$ cat config.mk
export PLATFORM = sky130hd
export DESIGN_NAME = bcd_countdown_timer
export DESIGN_NICKNAME = d
export VERILOG_FILES = /design/src/rtl/bcd_countdown_timer.sv
export SDC_FILE = /design/constraint.sdc
export NUM_CORES = 1
export LEC_CHECK = 0
export ABC_CLOCK_PERIOD_IN_PS = 4990
export CAP_MARGIN = 0
export CORE_UTILIZATION = 45
export DETAILED_ROUTE_END_ITERATION = 16
export PLACE_DENSITY = 0.77
export SYNTH_ARGS = -nofsm -noshare
export SYNTH_HDL_FRONTEND = slang
export SYNTH_SLANG_ARGS = --single-unit
$ cat constraint.sdc
create_clock -name clk -period 4.99 [get_ports clk]
set_input_delay 0.998 -clock clk [delete_from_list [all_inputs] [get_ports clk]]
set_output_delay 0.998 -clock clk [all_outputs]
set_load 0.03 [all_outputs]
$ cat src/rtl/bcd_countdown_timer.sv
// Packed-BCD countdown timer with load/start/pause control and a one-cycle done pulse.
// All state advances on the falling edge of clk; reset is synchronous and active-high.
module bcd_countdown_timer #(
  parameter int unsigned DIGITS = 4
) (
  input  logic                  clk,
  input  logic                  reset,
  input  logic                  tick,
  input  logic                  load,
  input  logic [4*DIGITS-1:0]   preset,
  input  logic                  start,
  input  logic                  pause,
  output logic [4*DIGITS-1:0]   bcd,
  output logic                  running,
  output logic                  done,
  output logic                  zero,
  output logic                  preset_err
);

  localparam int unsigned W = 4 * DIGITS;

  typedef enum logic [1:0] {
    S_IDLE,
    S_RUN,
    S_PAUSED,
    S_DONE
  } state_t;

  state_t         r_state;
  state_t         w_state_nxt;
  logic [W-1:0]   r_bcd;
  logic [W-1:0]   w_bcd_nxt;
  logic [W-1:0]   w_bcd_dec;
  logic           r_running;
  logic           r_done;
  logic           w_done_nxt;
  logic           r_err;
  logic           w_err_nxt;
  logic           w_preset_ok;

  // Ripple-borrow BCD decrement: a 0 digit wraps to 9 and passes the borrow on.
  function automatic logic [W-1:0] bcd_dec(input logic [W-1:0] v);
    logic [W-1:0] r;
    logic         borrow;
    r      = v;
    borrow = 1'b1;
    for (int i = 0; i < int'(DIGITS); i++) begin
      if (borrow) begin
        if (v[4*i +: 4] == 4'd0) begin
          r[4*i +: 4] = 4'd9;
        end else begin
          r[4*i +: 4] = v[4*i +: 4] - 4'd1;
          borrow      = 1'b0;
        end
      end
    end
    return r;
  endfunction

  always_comb begin
    w_preset_ok = 1'b1;
    for (int i = 0; i < int'(DIGITS); i++) begin
      if (preset[4*i +: 4] > 4'd9) w_preset_ok = 1'b0;
    end
  end

  assign w_bcd_dec = bcd_dec(r_bcd);

  // Next-state: load > pause > start > tick; a request that does not apply falls through.
  always_comb begin
    w_state_nxt = r_state;
    w_bcd_nxt   = r_bcd;
    w_done_nxt  = 1'b0;
    w_err_nxt   = r_err;
    if (load && (r_state != S_RUN)) begin
      if (w_preset_ok) begin
        w_bcd_nxt   = preset;
        w_state_nxt = S_IDLE;
        w_err_nxt   = 1'b0;
      end else begin
        w_err_nxt   = 1'b1;
      end
    end else if (pause && (r_state == S_RUN)) begin
      w_state_nxt = S_PAUSED;
    end else if (start && ((r_state == S_IDLE) || (r_state == S_PAUSED))) begin
      if (r_bcd != '0) begin
        w_state_nxt = S_RUN;
      end else begin
        w_state_nxt = S_DONE;
        w_done_nxt  = 1'b1;
      end
    end else if (tick && (r_state == S_RUN)) begin
      w_bcd_nxt = w_bcd_dec;
      if (w_bcd_dec == '0) begin
        w_state_nxt = S_DONE;
        w_done_nxt  = 1'b1;
      end
    end
  end

  always_ff @(negedge clk) begin
    if (reset) begin
      r_state   <= S_IDLE;
      r_bcd     <= '0;
      r_running <= 1'b0;
      r_done    <= 1'b0;
      r_err     <= 1'b0;
    end else begin
      r_state   <= w_state_nxt;
      r_bcd     <= w_bcd_nxt;
      r_running <= (w_state_nxt == S_RUN);
      r_done    <= w_done_nxt;
      r_err     <= w_err_nxt;
    end
  end

  assign bcd        = r_bcd;
  assign running    = r_running;
  assign done       = r_done;
  assign preset_err = r_err;
  assign zero       = (r_bcd == '0);

endmodule

=== Yosys cells after proc, flatten, opt, wreduce, memory -nomap -nowiden ===
Cells that the tools add are included.

* Equal/unequal tests: 7
* Add/subtract/negate cells: 4
* Magnitude comparators: 4
* Reductions and logical operators: 16
* Mux-type cells: 33

{| class="wikitable"
|+ Operators by type and width
! operator !! number
|-
| 2-to-1 mux 16 bit || 5
|-
| zero test 16 bit || 2
|-
| 2-to-1 mux 4 bit || 7
|-
| > comparator 4 bit (second input constant) || 4
|-
| zero test 4 bit || 4
|-
| nonzero test 16 bit || 1
|-
| subtractor 4 x 1 -> 4 bit (second input constant) || 4
|-
| 2-to-1 mux 1 bit || 14
|-
| 2-to-1 mux 2 bit || 7
|-
| != test 2 bit (second input constant) || 3
|-
| equality test 2 x 1 -> 1 bit (second input constant) || 2
|-
| logical AND 1 bit || 4
|-
| AND reduction 4 bit || 1
|-
| OR reduction 3 bit || 1
|-
| equality test 2 bit (second input constant) || 1
|-
| zero test 2 bit || 1
|-
| != test 2 x 1 -> 1 bit (second input constant) || 1
|-
| nonzero test 2 bit || 1
|-
| logical OR 1 bit || 1
|}

* Bits in registers: 21
* Input bits: 22

=== Depth between registers and ports, before layout ===
* Word-level depth: 12
* Mapped depth: 7

==> insert_results.sql <==
INSERT INTO impl_metrics (metric_group, metric, value, unit) VALUES
('clocking', 'cts.clk_slew.worst_paths', '40', 'ps'),
('worst_setup_path', 'startpoint_type_of_the_worst_setup_path', 'flop', ''),
('logic_synthesis', 'post_synth_num_cell_types', '47', ''),
('cells_and_area', 'area_growth_syn_to_layout', '58.2', '%'),
('clocking', 'clkSinkCount', '21', ''),
('die', 'initial_utilization', '0.495', ''),
('placement', 'postPlaceCellArea', '2080', 'sq um'),
('timing', 'timing.max_slew.rel_slack', '0.612', ''),
('clocking', 'cts_hold_repair.buffers', '0', ''),
('worst_setup_path', 'worstSetupPathType', 'flop to output pin', ''),
('grt', 'vias_in_the_first_global_route', '1716', ''),
('cells_and_area', 'fin_cells', '304', ''),
('die', 'die-height', '58.0', 'um'),
('timing', 'timing.hold.ws', '507', 'ps'),
('logic_synthesis', 'synth.yosys.seq_area_share', '0.298', ''),
('cells_and_area', 'finish.net_count', '296', ''),
('grt', 'initial_antenna_violation_count', '0', ''),
('grt', 'gr-total-overflow', '0', ''),
('power', 'total_power', '614', 'uW'),
('placement', 'finalWeightedCongestion', '0.885', ''),
('clocking', 'clock_tree.htree_level_count', '1', ''),
('timing', 'tightest_slew', '580', 'ps'),
('placement', 'hpwlAfterDp', '3.35', 'mm'),
('die', 'fp.dieArea', '3360', 'sq um'),
('placement', 'post-place-cells', '278', ''),
('timing', 'report.final.slew_viol_count', '0', ''),
('outcome', 'outcome', 'finished with violations', ''),
('grt', 'global_route.usage.total', '0.274', ''),
('grt', 'use_met3', '0.0714', ''),
('routing', 'dr.first_iter.drc_count', '114', ''),
('routing', 'num_vias', '1734', ''),
('grt', 'grt_pass1_wl', '7.25', 'mm'),
('die', 'boundaryPins', '42', ''),
('logic_synthesis', 'synth_seq_cells', '21', ''),
('timing', 'setup-violations-final', '1', ''),
('routing', 'route.detailed.wl_per_inst', '14.6', 'um'),
('run', 'max_cap_viol_count', '0', ''),
('clocking', 'clock_root_buffer', 'clkbuf_4', ''),
('grt', 'global_route.peak_usage_layer', 'met2', ''),
('cells_and_area', 'drive_gt1_frac', '0.223', ''),
('clocking', 'clock_insertion_delay_worst_skew', '370', 'ps'),
('timing', 'tns', '-373', 'ps'),
('logic_synthesis', 'syn_warnings', '0', ''),
('timing', 'finalWorstSetupSlack', '-373', 'ps'),
('timing', 'clock-skew-final', '11.9', 'ps'),
('die', 'placementRows', '19', ''),
('die', 'horizontal_extent_of_the_die', '58.0', 'um'),
('clocking', 'cts.path.max_buffers', '2', ''),
('clocking', 'cts_made_buffers', '3', ''),
('routing', 'drt_pass1_iterations', '10', ''),
('routing', 'drc_errors', '1', ''),
('routing', 'drt_wl_total', '4.44', 'mm'),
('logic_synthesis', 'synthesis.area', '1410', 'sq um'),
('worst_setup_path', 'cp_max_fo', '2', ''),
('cells_and_area', 'design_area', '2230', 'sq um'),
('cells_and_area', 'diodes', '0', ''),
('hold_path', 'hold_class', 'flop to flop', ''),
('logic_synthesis', 'dominantRegCellSynth', 'dfxtp_1', ''),
('grt', 'grt.met1_usage', '0.318', ''),
('routing', 'detail_route.vias_per_cell', '5.70', ''),
('worst_setup_path', 'critPathRequiredTime', '3990', 'ps'),
('routing', 'detail-route-antenna-nets', '0', ''),
('clocking', 'cts_tree', 'yes', ''),
('power', 'power.density', '275', 'nW/um^2'),
('logic_synthesis', 'synth_fp_nets', '207', ''),
('timing', 'hold_viol', '0', ''),
('die', 'core-area', '2850', 'sq um'),
('logic_synthesis', 'async_reset_ff_frac', '0', ''),
('timing', 'rsz0062_at_grt', 'true', ''),
('grt', 'grt_use_met2', '0.478', ''),
('placement', 'buffer_ports.inserted', '41', ''),
('power', 'power.static_leakage', '1.13', 'nW'),
('outcome', 'violations_in_the_final_reports', 'design-rule violations, negative setup slack', ''),
('logic_synthesis', 'syn_area_per_cell', '7.63', 'sq um'),
('power', 'power.ir.vdd_worst', '244', 'uV'),
('worst_setup_path', 'critPathArrivalTime', '4360', 'ps'),
('logic_synthesis', 'synth_enable_flop_cells', '0', ''),
('logic_synthesis', 'syn_inst_count', '185', ''),
('worst_setup_path', 'worst_setup_path_end_kind', 'output pin', ''),
('grt', 'grt_max_degree', '18', '');
==> registers in the layout, summed over array words and instances (netlist names) <==
register    cells
running         1
preset_err      1
done            1
bcd            16
r_state         2
==> cell type report <==
type,count,area [sq um]
flip-flops and latches,21,447
fillers,215,621
inverters,5,18.8
clock inverters,22,109
multi-input cells,146,907
well taps,31,38.8
clock buffers,3,22.5
repair buffers,76,689
==> where the power goes <==
part / switching (mW) / internal [mW]
clock: 0.0920 / 0.103
combinational: 0.123 / 0.113
sequential: 0.00767 / 0.177
==> cell usage after synthesis (all sizes together), types with 2 or more instances <==
cell type,n,share of area
a21oi,26,0.095
dfxtp,21,0.30
nand2,18,0.050
nor2,16,0.043
o21ai,16,0.057
a21o,9,0.048
nor3,8,0.028
buf,6,0.036
inv,6,0.016
clkbuf,5,0.013
and3,4,0.018
nand2b,4,0.018
and2,3,0.013
nand3,3,0.011
nand4,3,0.013
nor4,3,0.035
or4,3,0.016
a211o,2,0.013
a211oi,2,0.011
mux2i,2,0.014
nand4b,2,0.012
nor3b,2,0.011
o31ai,2,0.011
o32ai,2,0.012
==> metrics by stage <==
step,setup WS (ps),utilization
detailed placement,-287,0.729
finish,-373,0.782
global placement,-157,0.729
floorplan,-98.3,-
global route,-459,0.782
CTS,-377,0.773
==> logic make-up after synthesis <==
group	Yosys count	synth area share
mux	3	0.0222
compound gates	69	0.310
buf+inv	18	0.0727
simple gates	74	0.297
flops	21	0.298
==> final timing paths <==
kind                      to  cells after the start  startpoint  slack [ps]
setup / recovery        zero                      4     bcd[11]        -370
hold / removal    preset_err                      2  preset_err         510
setup reg to reg        done                      6      bcd[9]        2850
hold reg to reg   preset_err                      2  preset_err         510
==> per-layer routing <==
layer | vias up | wire [um]
li1 | 860 | -
met1 | 811 | 1940
met2 | 59 | 2220
met3 | 4 | 237
met4 | 0 | 39
met5 | - | 0
==> cell usage in the layout, fill, tap and decap left out, types with 3 or more instances in the layout <==
cell             netlist  routed
buf_4                  1      34
inv_1                  6      26
a21oi_1               25      25
clkdlybuf4s50_1        0      24
nand2_1               17      17
o21ai_0               16      16
nor2_1                16      16
dfxtp_1               21      12
dlygate4sd2_1          0      10
a21o_1                 9       9
nor3_1                 8       7
dfxtp_4                0       6
dlymetal6s2s_1         0       6
nand2b_1               4       4
and3_1                 4       4
or4_4                  0       3
nand3_1                3       3
nand4_1                3       3
dfxtp_2                0       3
clkbuf_4               0       3
==> timing repair <==
| item | CTS | global route |
|---|---|---|
| setup endpoints to repair | 11 | 8 |
| pin swaps | 2 | 1 |
| buffers inserted | 1 | 1 |
| resized for setup | 11 | 7 |
==> worst max-delay path, stage by stage, from the launching register on <==
cell and delay, ps:
dfxtp_4 330, or4_4 540, nor4_4 310, and2_4 200
buf_6 120
(Power assumes the default switching activity.)
